## config.mk

```make
export PLATFORM = sky130hd
export DESIGN_NAME = riscv_mul_ctrl
export DESIGN_NICKNAME = d
export VERILOG_FILES = /design/src/rtl/riscv_mul_ctrl.sv
export SDC_FILE = /design/constraint.sdc
export NUM_CORES = 1
export LEC_CHECK = 0
export ABC_CLOCK_PERIOD_IN_PS = 1750
export BUFFER_PORTS_ARGS = -buffer_cell sky130_fd_sc_hd__buf_2
export CAP_MARGIN = 20
export CORE_AREA = 3 3 159 161
export DETAILED_ROUTE_END_ITERATION = 16
export DIE_AREA = 0 0 162 164
export MAX_ROUTING_LAYER = met4
export PLACE_DENSITY = 0.72
export SYNTH_ARGS = -nofsm -noshare
export SYNTH_HDL_FRONTEND = slang
export SYNTH_SLANG_ARGS = --single-unit
```

## constraint.sdc

```tcl
create_clock -name i_riscv_mulctl_clk -period 1.75 [get_ports i_riscv_mulctl_clk]
set_input_delay 0.35 -clock i_riscv_mulctl_clk [delete_from_list [all_inputs] [get_ports i_riscv_mulctl_clk]]
set_output_delay 0.35 -clock i_riscv_mulctl_clk [all_outputs]
set_load 0.01 [all_outputs]
```

## src/rtl/riscv_mul_ctrl.sv

```systemverilog
// riscv_mul_ctrl
// Execute-stage sequencer around the combinational riscv_multiplier.
// Captures RV64M multiply operands on an accepted start, holds them stable on the
// multiplier inputs for MUL_CYCLES cycles, registers the product (with MULW sign
// extension) and presents it to writeback as a level-valid result.
//
// Ports
//   i_riscv_mulctl_clk       clock, rising edge
//   i_riscv_mulctl_rst_n     synchronous active-low reset
//   i_riscv_mulctl_start     one-cycle request from execute
//   i_riscv_mulctl_mulctrl   100 MUL, 101 MULH, 110 MULHU, 111 MULHSU
//   i_riscv_mulctl_word      MULW (only with MUL)
//   i_riscv_mulctl_rs1data   operand 1
//   i_riscv_mulctl_rs2data   operand 2
//   i_riscv_mulctl_rdaddr    destination tag
//   i_riscv_mulctl_flush     kill in-flight operation
//   i_riscv_mulctl_stall     downstream not ready for the result
//   o_riscv_mulctl_busy      stall request to the hazard unit
//   o_riscv_mulctl_valid     result valid
//   o_riscv_mulctl_result    final result
//   o_riscv_mulctl_rdaddr    tag of the result
//   o_riscv_mulctl_mul_rs1   multiplier operand 1
//   o_riscv_mulctl_mul_rs2   multiplier operand 2
//   o_riscv_mulctl_mul_ctrl  multiplier control
//   i_riscv_mulctl_mul_prod  multiplier product

module riscv_mul_ctrl #(
    parameter int unsigned XLEN       = 64,
    parameter int unsigned MUL_CYCLES = 2
) (
    input  logic            i_riscv_mulctl_clk,
    input  logic            i_riscv_mulctl_rst_n,
    input  logic            i_riscv_mulctl_start,
    input  logic [2:0]      i_riscv_mulctl_mulctrl,
    input  logic            i_riscv_mulctl_word,
    input  logic [XLEN-1:0] i_riscv_mulctl_rs1data,
    input  logic [XLEN-1:0] i_riscv_mulctl_rs2data,
    input  logic [4:0]      i_riscv_mulctl_rdaddr,
    input  logic            i_riscv_mulctl_flush,
    input  logic            i_riscv_mulctl_stall,
    output logic            o_riscv_mulctl_busy,
    output logic            o_riscv_mulctl_valid,
    output logic [XLEN-1:0] o_riscv_mulctl_result,
    output logic [4:0]      o_riscv_mulctl_rdaddr,
    output logic [XLEN-1:0] o_riscv_mulctl_mul_rs1,
    output logic [XLEN-1:0] o_riscv_mulctl_mul_rs2,
    output logic [2:0]      o_riscv_mulctl_mul_ctrl,
    input  logic [XLEN-1:0] i_riscv_mulctl_mul_prod
);

    localparam int unsigned CNT_W = (MUL_CYCLES > 1) ? $clog2(MUL_CYCLES) : 1;
    localparam logic [CNT_W-1:0] CNT_LOAD = CNT_W'(MUL_CYCLES - 1);

    typedef enum logic [1:0] {
        StIdle,
        StCalc,
        StDone
    } state_t;

    state_t            r_state;
    state_t            w_state_next;
    logic [CNT_W-1:0]  r_cnt;
    logic [CNT_W-1:0]  w_cnt_next;
    logic [XLEN-1:0]   r_rs1;
    logic [XLEN-1:0]   r_rs2;
    logic [2:0]        r_ctrl;
    logic              r_word;
    logic [4:0]        r_rdaddr;
    logic [XLEN-1:0]   r_result;
    logic              w_accept;
    logic              w_load_result;
    logic [XLEN-1:0]   w_result_next;

    // Only multiply codes (mulctrl[2]=1) are ours; a flush in the same cycle wins.
    assign w_accept = (r_state == StIdle) && i_riscv_mulctl_start &&
                      i_riscv_mulctl_mulctrl[2] && !i_riscv_mulctl_flush;

    // Low 32 product bits are the same for every variant, so MULW only needs extension here.
    assign w_result_next = r_word ?
        {{(XLEN-32){i_riscv_mulctl_mul_prod[31]}}, i_riscv_mulctl_mul_prod[31:0]} :
        i_riscv_mulctl_mul_prod;

    always_comb begin
        w_state_next  = r_state;
        w_cnt_next    = r_cnt;
        w_load_result = 1'b0;
        unique case (r_state)
            StIdle: begin
                if (w_accept) begin
                    w_state_next = StCalc;
                    w_cnt_next   = CNT_LOAD;
                end
            end
            StCalc: begin
                if (r_cnt == '0) begin
                    w_load_result = 1'b1;
                    w_state_next  = StDone;
                end else begin
                    w_cnt_next = r_cnt - 1'b1;
                end
            end
            StDone: begin
                if (!i_riscv_mulctl_stall) begin
                    w_state_next = StIdle;
                end
            end
            default: w_state_next = StIdle;
        endcase
        if (i_riscv_mulctl_flush) begin
            w_state_next  = StIdle;
            w_cnt_next    = '0;
            w_load_result = 1'b0;
        end
    end

    always_ff @(posedge i_riscv_mulctl_clk) begin
        if (!i_riscv_mulctl_rst_n) begin
            r_state  <= StIdle;
            r_cnt    <= '0;
            r_rs1    <= '0;
            r_rs2    <= '0;
            r_ctrl   <= 3'b000;
            r_word   <= 1'b0;
            r_rdaddr <= 5'd0;
            r_result <= '0;
        end else begin
            r_state <= w_state_next;
            r_cnt   <= w_cnt_next;
            if (w_accept) begin
                r_rs1    <= i_riscv_mulctl_rs1data;
                r_rs2    <= i_riscv_mulctl_rs2data;
                r_ctrl   <= i_riscv_mulctl_mulctrl;
                r_word   <= i_riscv_mulctl_word;
                r_rdaddr <= i_riscv_mulctl_rdaddr;
            end
            if (w_load_result) begin
                r_result <= w_result_next;
            end
        end
    end

    assign o_riscv_mulctl_busy     = w_accept || (r_state == StCalc);
    assign o_riscv_mulctl_valid    = (r_state == StDone);
    assign o_riscv_mulctl_result   = r_result;
    assign o_riscv_mulctl_rdaddr   = r_rdaddr;
    // Multiplier inputs come only from captured registers so the multicycle path stays stable.
    assign o_riscv_mulctl_mul_rs1  = r_rs1;
    assign o_riscv_mulctl_mul_rs2  = r_rs2;
    assign o_riscv_mulctl_mul_ctrl = r_ctrl;

endmodule

```

==> results of run 1 <==
## metrics by stage
step / utilization / setup TNS [ps] / power [mW] / worst slack, ps / std cells
finish: 0.476 / -19.8 / 10.8 / -19.8 / 1634
global route: 0.476 / -69.7 / 11.2 / -61.9 / 1634
CTS: 0.476 / -53.8 / 11.0 / -53.8 / 1634
detailed placement: 0.440 / 0 / 5.92 / 115 / 1586
global placement: 0.440 / 0 / 5.90 / 153 / 1586
floorplan: - / 0 / 5.43 / 185 / 896
## sequential cells by signal, summed over array words and instances, names as in the netlist
signal                   flops
r_state                      2
o_riscv_mulctl_mul_ctrl      3
o_riscv_mulctl_mul_rs1      64
r_word                       1
o_riscv_mulctl_mul_rs2      64
o_riscv_mulctl_rdaddr        5
o_riscv_mulctl_result       64
r_cnt                        1
## cells in the mapped netlist (all sizes together)
cell    count  area share
and3        1     0.00077
a21oi       1     0.00061
inv         1     0.00046
clkbuf     45       0.021
nor4b       1      0.0029
dfxtp     204        0.50
a22oi       1     0.00092
nand2b     33       0.025
nor2b       3      0.0023
a211oi      1     0.00092
buf        29       0.029
or4b        1      0.0012
o211a      32       0.039
nand3      33       0.020
nand2     338        0.16
o21a        1     0.00092
or2         1     0.00077
mux2i     136        0.17
nor2        2     0.00092
a21boi     32       0.029
## power groups by stage
stage	combinational, mW	clock, mW	sequential, mW
floorplan	0.437	0	5.00
global placement	0.966	0	4.93
detailed placement	0.982	0	4.94
CTS	0.993	5.15	4.84
global route	1.09	5.31	4.85
finish	0.985	4.99	4.84
## layer usage
layer	GRT usage	routed length [um]	vias up
met2	0.271	11200	265
met4	0.0620	788	0
met1	0.202	9630	3392
li1	-	-	3729
met5	-	0	-
met3	0.0285	1440	55
## logic make-up (layout without fill, tap and decap cells)
kind of cell | after synthesis | in the layout
AO/OA/AOI/OAI | 68 | 68
buffers and inverters | 75 | 489
flip-flops | 204 | 204
multiplexers | 136 | 136
AND/OR/NAND/NOR | 413 | 413
## path summary, 6_finish.rpt
check | endpoint | slack, ps | cells after the start
hold reg to reg | o_riscv_mulctl_result[18] | 450 | 2
hold / removal | o_riscv_mulctl_result[20] | 70 | 3
setup reg to reg | o_riscv_mulctl_result[13] | 100 | 5
setup / recovery | o_riscv_mulctl_busy | -20 | 4
## area by class of cell
cell class | count | area [sq um] | area share
Clock buffer | 37 | 721 | 0.0627
Clock inverter | 6 | 80.1 | 0.00697
Inverter | 1 | 3.75 | 0.000327
Multi-Input combinational cell | 617 | 3680 | 0.321
Sequential cell | 204 | 4090 | 0.356
Tap cell | 324 | 405 | 0.0353
Timing Repair Buffer | 445 | 2500 | 0.218
## tightest hold or removal path: stages
cell and delay (ps):
sky130_fd_sc_hd__buf_2 100, sky130_fd_sc_hd__nand2_1 40, sky130_fd_sc_hd__a21boi_1 50
## what timing repair did
item,4_1_cts,5_1_grt
resized for setup,8,2
pin swaps,2,1
buffers inserted,5,0
hold buffers,0,0
setup endpoints to repair,1,2
==> qor.csv, run 1 <==
metric,value,unit
result of the run,"finished, violations left",
violated checks,setup timing,
Worst Slack Setup Final,-19.8,ps
clock tree sinks,204,
Yosys warnings,0,
Vias,7441,
highest-count cells in the layout ignoring fill and taps,"sky130_fd_sc_hd__buf_2 (405), sky130_fd_sc_hd__nand2_1 (338), sky130_fd_sc_hd__dfxtp_1 (202)",
maximum VDD drop,625,uV
Int Pwr,8.37,mW
nature of the critical path endpoint,primary output,
post-route cell area,11500,sq um
CTS HTree Levels,1,
area share of and/or/nand/nor cells after synthesis,0.210,
count of mapped cells out of synthesis,896,
number of antenna violations at the first check in global routing,0,
startpoint of the worst-slack reg-to-reg timing path,r_state[1],
synth-to-layout area growth,40.9,%
boundary pin count,408,
maximum achievable frequency,565,MHz
Fin. Hold Viols,0,
start point of the critical path,r_state[0],
final setup fails,1,
Syn Nets,1102,
count of antenna-violating nets left after detailed routing,0,
clock power share,0.462,
fraction of power consumed by sequential logic,0.447,
"Largest delay share family, worst path",simple AND/OR/NAND/NOR gates,
delay contributed by the slowest stage of the critical path,330,ps
global-route usage over all layers,0.164,
Syn Area/Cell,9.10,sq um
clock latency on the worst-skew pair,510,ps
fillcell total,2326,
number of optimization iterations in the first detailed-route pass,4,
n_diodes,0,
effective utilization at floorplan,0.338,
"arithmetic-cell share of the synthesized area counting full adders, half adders and majority gates",0,
number of buffers on the longest clock path,3,
sum of routed wire length over all layers,23100,um
worst-margin pin slew,453,ps
combinational group share of total power,0.091,
global route total overflow,0,
number of DRC violations after detailed routing,0,
area of the die,26600,sq um
CTS tree,built,
IO Port Bufs,407,
number of global-route vias before repair,7148,
clock slew at reported path FFs,60,ps
highest-delay cell along the critical path,sky130_fd_sc_hd__dfxtp_2,
crit-path cells,buf_6 -> nor2b_4 -> or2_4 -> buf_6,
Most Frequent Cell on Critical Path,sky130_fd_sc_hd__buf_6,
Inserted Clock Buffers,24,
number of nets in the layout,1499,
final critical path time including I/O delays and setup,1770,ps
largest family of logic cells by synthesized area,simple AND/OR/NAND/NOR gates,
critical path arrival,1420,ps
crit path max fanout,3,
Synth Area in Compound Gates,0.0721,
post-detailed-route via-to-cell ratio,4.55,
post-synthesis cell type count,23,
Critical Path Start Type,flop,
pin count of the biggest net entering global routing,63,
worst hold path type,in2reg,
worst hold slack across all endpoints,74.6,ps
Buffers & Inverters on Critical Path,2,
number of register bits inferred by synthesis,204,
clock root buffer,sky130_fd_sc_hd__clkbuf_16,
headroom to the max-slew limit,0.698,
fraction of the cycle the final worst path needs,1.01,
"most common cell after layout, fill and taps aside",sky130_fd_sc_hd__buf_2,
switching power,2.45,mW
xor and xnor area share after synthesis,0,
area inside the core boundary,24100,sq um
routed len/inst,14.1,um
setup repair after global routing missed its margin,yes,
vertical die dimension,164,um
summed instance area of the synthesized netlist,8150,sq um
clk_skew,8.93,ps
pins over their slew limit,0,
sequential cell area fraction in the yosys report,0.501,
number of maximum-capacitance constraint violations,0,
die boundary width,162,um
leakage power of the design,5.75,nW
total power divided by cell area,942,nW/um^2
global-route wire length before repair,35600,um
fraction of final layout cells with drive strength greater than 1,0.373,
net switching share of the total power,0.226,
Setup CP Type,reg2out,
post-synthesis mux area share,0.167,
data required time of the critical path,1400,ps
hold_sp,i_riscv_mulctl_mul_prod[20],
instance area after placement,10600,sq um
Starting DRT DRC Count,420,
DP HPWL,16900,um
count of standard-cell rows,57,
routability cong.,0.831,
Note: power is estimated with default switching activity, not from simulation.
==> run 2: changes to the inputs <==
Settings changed: HOLD_SLACK_MARGIN set to 0.02, PLACE_DENSITY 0.72 to not set, PLACE_DENSITY_LB_ADDON set to 0.12.
==> qor.csv, run 2 (synthesis gave the netlist of run 1 again) <==
metric,value,unit
fraction of final layout cells with drive strength greater than 1,0.375,
Starting DRT DRC Count,302,
area inside the core boundary,24100,sq um
leakage power of the design,5.73,nW
Critical Path Start Type,flop,
nature of the critical path endpoint,primary output,
Worst Slack Setup Final,6.82,ps
total power divided by cell area,955,nW/um^2
fraction of the cycle the final worst path needs,0.996,
number of DRC violations after detailed routing,0,
global-route usage over all layers,0.178,
effective utilization at floorplan,0.338,
final setup fails,0,
post-detailed-route via-to-cell ratio,4.51,
maximum achievable frequency,574,MHz
Total Negative Setup Slacks,0,ps
sum of routed wire length over all layers,25100,um
clock root buffer,sky130_fd_sc_hd__clkbuf_16,
clock slew at reported path FFs,60,ps
clock tree sinks,204,
instance area after placement,10600,sq um
synth-to-layout area growth,40.8,%
number of nets in the layout,1493,
boundary pin count,408,
routed wl met3,1850,um
number of maximum-capacitance constraint violations,0,
worst hold path type,in2reg,
highest-count cells in the layout ignoring fill and taps,"sky130_fd_sc_hd__buf_2 (405), sky130_fd_sc_hd__nand2_1 (338), sky130_fd_sc_hd__dfxtp_1 (202)",
maximum VDD drop,610,uV
post-route cell area,11500,sq um
area of the die,26600,sq um
number of global-route vias before repair,7001,
clk_skew,12.6,ps
vertical die dimension,164,um
die boundary width,162,um
number of antenna violations at the first check in global routing,1,
DP HPWL,18200,um
global route total overflow,0,
routed len/inst,15.4,um
pins over their slew limit,0,
fillcell total,2463,
count of antenna-violating nets left after detailed routing,0,
data required time of the critical path,1400,ps
Inserted Clock Buffers,23,
setup repair after global routing missed its margin,yes,
headroom to the max-slew limit,0.717,
Fin. Hold Viols,0,
critical path arrival,1390,ps
routability cong.,0.777,
number of optimization iterations in the first detailed-route pass,4,
pin count of the biggest net entering global routing,97,
CTS HTree Levels,1,
"most common cell after layout, fill and taps aside",sky130_fd_sc_hd__buf_2,
count of standard-cell rows,57,
minimum setup slack after placement,146,ps
number of buffers on the longest clock path,3,
Max Used Layer,met4,
count of hold-fix buffers inserted at cts,0,
routed length on met2,12200,um
Routed met1 length,10500,um
final critical path time including I/O delays and setup,1740,ps
Setup CP Type,reg2out,
global-route wire length before repair,37500,um
result of the run,completed,
IO Port Bufs,407,
clock latency on the worst-skew pair,500,ps
worst-margin pin slew,425,ps
CTS tree,built,
worst hold slack across all endpoints,85.4,ps
Vias,7339,
crit path max fanout,3,
[run 2: cell count changes in the layout (fill, tap and decap cells not counted), moves of 2 or more]
cell / delta
sky130_fd_sc_hd__clkbuf_8: -2
sky130_fd_sc_hd__clkinvlp_4: +3
sky130_fd_sc_hd__clkinv_4: +2
sky130_fd_sc_hd__bufinv_16: +2
sky130_fd_sc_hd__clkinv_2: +2
sky130_fd_sc_hd__buf_4: -7
sky130_fd_sc_hd__clkbuf_1: -7
[run 2: worst max-delay path, cell delays in order (launching register included)]
cell	delay, ps
sky130_fd_sc_hd__dfxtp_2	350
sky130_fd_sc_hd__nor2_2	40
sky130_fd_sc_hd__and3_4	140
sky130_fd_sc_hd__or2_4	240
sky130_fd_sc_hd__buf_6	120
[run 2: worst paths after layout]
path	startpoint	depth (start not counted)	slack, ps	endpoint
max	r_state[0]	4	7	o_riscv_mulctl_busy
min	i_riscv_mulctl_rs1data[52]	3	90	o_riscv_mulctl_mul_rs1[52]
max reg2reg	r_state[1]	7	180	o_riscv_mulctl_result[61]
min reg2reg	o_riscv_mulctl_result[20]	2	450	o_riscv_mulctl_result[20]
[run 2: final cells by class]
type / count / area, sq um / area share
sequential: 204 / 4090 / 0.356
antenna: 1 / 2.50 / 0.000218
inverter: 1 / 3.75 / 0.000327
clock buffer: 26 / 617 / 0.0537
clock inverter: 16 / 199 / 0.0173
multi-input combinational: 617 / 3680 / 0.320
timing repair buffer: 440 / 2490 / 0.217
tap: 324 / 405 / 0.0353
[run 2: report_power, final]
group	internal, mW	total (mW)	leakage, nW	switching, mW
registers	4.77	4.83	1.65	0.0622
logic	0.484	0.995	3.67	0.511
clock network	3.14	5.14	0.398	2.00
[run 2: what timing repair did]
item                                    CTS  global route
pin swaps                                 2             1
buffers inserted                          4             1
cloned                                    0             2
resized for setup                         9             4
endpoints found under the setup margin    1            38
[run 2: stage by stage]
stage,util,std cells,power (mW)
3_3_place_gp,0.438,1579,5.93
5_1_grt,0.476,1629,11.4
4_1_cts,0.475,1625,11.1
2_1_floorplan,-,896,5.43
6_report,0.476,1629,11.0
3_5_place_dp,0.438,1579,5.94
[run 2: per-layer routing]
layer / vias to the layer above / GRT usage
met5: - / -
met4: 0 / 0.0469
met3: 39 / 0.0414
met2: 266 / 0.305
met1: 3324 / 0.211
li1: 3710 / -
==> run 3: changes to the inputs <==
Settings changed: CORE_AREA 3 3 159 161 to 3 3 156 158, DIE_AREA 0 0 162 164 to 0 0 159 161.
==> qor.csv, run 3 (synthesis gave the netlist of run 1 again) <==
metric,value,unit
CTS tree,built,
count of standard-cell rows,56,
IO Port Bufs,407,
effective utilization at floorplan,0.351,
Critical Path Start Type,flop,
Setup CP Type,reg2out,
worst-margin pin slew,461,ps
critical path arrival,1390,ps
clock latency on the worst-skew pair,510,ps
routed len/inst,14.9,um
pin count of the biggest net entering global routing,97,
headroom to the max-slew limit,0.693,
Total Negative Setup Slacks,0,ps
Vias,7261,
"most common cell after layout, fill and taps aside",sky130_fd_sc_hd__buf_2,
fraction of the cycle the final worst path needs,0.996,
Most Frequent Cell on Critical Path,sky130_fd_sc_hd__buf_6,
clock root buffer,sky130_fd_sc_hd__clkbuf_16,
worst hold path type,in2reg,
final critical path time including I/O delays and setup,1740,ps
result of the run,completed,
number of optimization iterations in the first detailed-route pass,4,
data required time of the critical path,1400,ps
crit-path cells,buf_6 -> nor2b_4 -> or2_4 -> buf_6,
Max Used Layer,met4,
delay contributed by the slowest stage of the critical path,360,ps
"Largest delay share family, worst path",flip-flops,
Hold Path End,o_riscv_mulctl_mul_rs2[61],
highest-count cells in the layout ignoring fill and taps,"sky130_fd_sc_hd__buf_2 (405), sky130_fd_sc_hd__nand2_1 (338), sky130_fd_sc_hd__dfxtp_1 (202)",
crit path max fanout,4,
setup repair after global routing missed its margin,yes,
Overall Power,10.6,mW
Starting DRT DRC Count,305,
pins over their slew limit,0,
DP HPWL,17400,um
Inserted Clock Buffers,23,
number of antenna violations at the first check in global routing,3,
boundary pin count,408,
highest-delay cell along the critical path,sky130_fd_sc_hd__dfxtp_4,
nature of the critical path endpoint,primary output,
total power divided by cell area,936,nW/um^2
Routed met1 length,10300,um
routed length on met2,11800,um
CTS HTree Levels,1,
global-route usage over all layers,0.181,
startpoint of the worst-slack reg-to-reg timing path,r_state[1],
global-route wire length before repair,37100,um
sum of routed wire length over all layers,24100,um
number of buffers on the longest clock path,3,
fillcell total,2349,
number of nets in the layout,1484,
number of maximum-capacitance constraint violations,0,
routed wl met3,1590,um
number of DRC violations after detailed routing,0,
clk_skew,10.8,ps
maximum VDD drop,576,uV
start point of the critical path,r_state[1],
number of global-route vias before repair,6936,
leakage power of the design,5.65,nW
area of the die,25600,sq um
utilization after layout,0.487,
count of antenna-violating nets left after detailed routing,0,
maximum achievable frequency,574,MHz
instance area after placement,10500,sq um
final setup fails,0,
vertical die dimension,161,um
clock slew at reported path FFs,60,ps
synth-to-layout area growth,38.8,%
post-route cell area,11300,sq um
post-detailed-route via-to-cell ratio,4.49,
Buffers & Inverters on Critical Path,2,
routability cong.,0.783,
global route total overflow,0,
reg-to-reg endpoint,o_riscv_mulctl_result[45],
flop-to-flop setup slack,160,ps
fraction of final layout cells with drive strength greater than 1,0.367,
R2R cell count,5,
Fin. Hold Viols,0,
count of hold-fix buffers inserted at cts,0,
clock tree sinks,204,
hold_sp,i_riscv_mulctl_rs2data[61],
Worst Hold Depth,3,
die boundary width,159,um
area inside the core boundary,23300,sq um
run 3: cell types whose count changed in the layout (fill, tap and decap cells not counted), moves of 2 or more:
cell | previous run | this run
sky130_fd_sc_hd__clkinv_4 | 2 | 0
sky130_fd_sc_hd__clkbuf_1 | 0 | 4
sky130_fd_sc_hd__clkbuf_8 | 3 | 8
sky130_fd_sc_hd__buf_12 | 13 | 11
sky130_fd_sc_hd__diode_2 | 1 | 3
sky130_fd_sc_hd__clkinv_2 | 6 | 4
sky130_fd_sc_hd__bufinv_16 | 4 | 1
sky130_fd_sc_hd__clkinvlp_4 | 3 | 0
sky130_fd_sc_hd__buf_4 | 17 | 12
run 3: worst max path at each step:
stage | to | cells past startpoint
2_1_floorplan | o_riscv_mulctl_busy | 5
3_3_place_gp | o_riscv_mulctl_mul_rs2[42] | 6
3_5_place_dp | o_riscv_mulctl_mul_rs1[37] | 5
4_1_cts | o_riscv_mulctl_busy | 4
5_1_grt | o_riscv_mulctl_busy | 4
6_report | o_riscv_mulctl_busy | 4
run 3: tightest hold or removal path, delay by kind of cell:
family                 cells  cell delay, ps
buffers and inverters      1              90
multiplexers               1              50
AND/OR/NAND/NOR            1              40
run 3: layout make-up:
type	count	area (sq um)	area share
antenna	3	7.51	0.000663
clock buffer	35	701	0.0619
clock inverter	6	58.8	0.00519
inverter	1	3.75	0.000332
multi-input combinational	617	3680	0.325
sequential	204	4090	0.361
tap	319	399	0.0353
timing repair buffer	431	2370	0.210
run 3: per-stage QoR:
step                setup slack, ps  hold slack, ps  cells
finish                         7.00            81.1   1616
global route                  -42.1            66.0   1616
CTS                           -15.4            60.1   1613
detailed placement              108             444   1569
global placement                145             438   1569
floorplan                       185             479    896
run 3: power breakdown:
part	switching (mW)	internal [mW]	leakage [nW]
clock	1.90	2.90	0.380
sequential	0.0613	4.77	1.66
combinational	0.504	0.470	3.61
run 3: what timing repair did:
action                     4_1_cts  5_1_grt
pin swaps                        2        0
resized for setup               10        2
cloned                           0        0
setup endpoints to repair        1        1
setup buffers                    3        0
run 3: per-layer routing:
layer,vias up,global-route usage
met5,-,-
met4,0,0.0489
met3,32,0.0421
met2,239,0.308
met1,3288,0.216
li1,3702,-
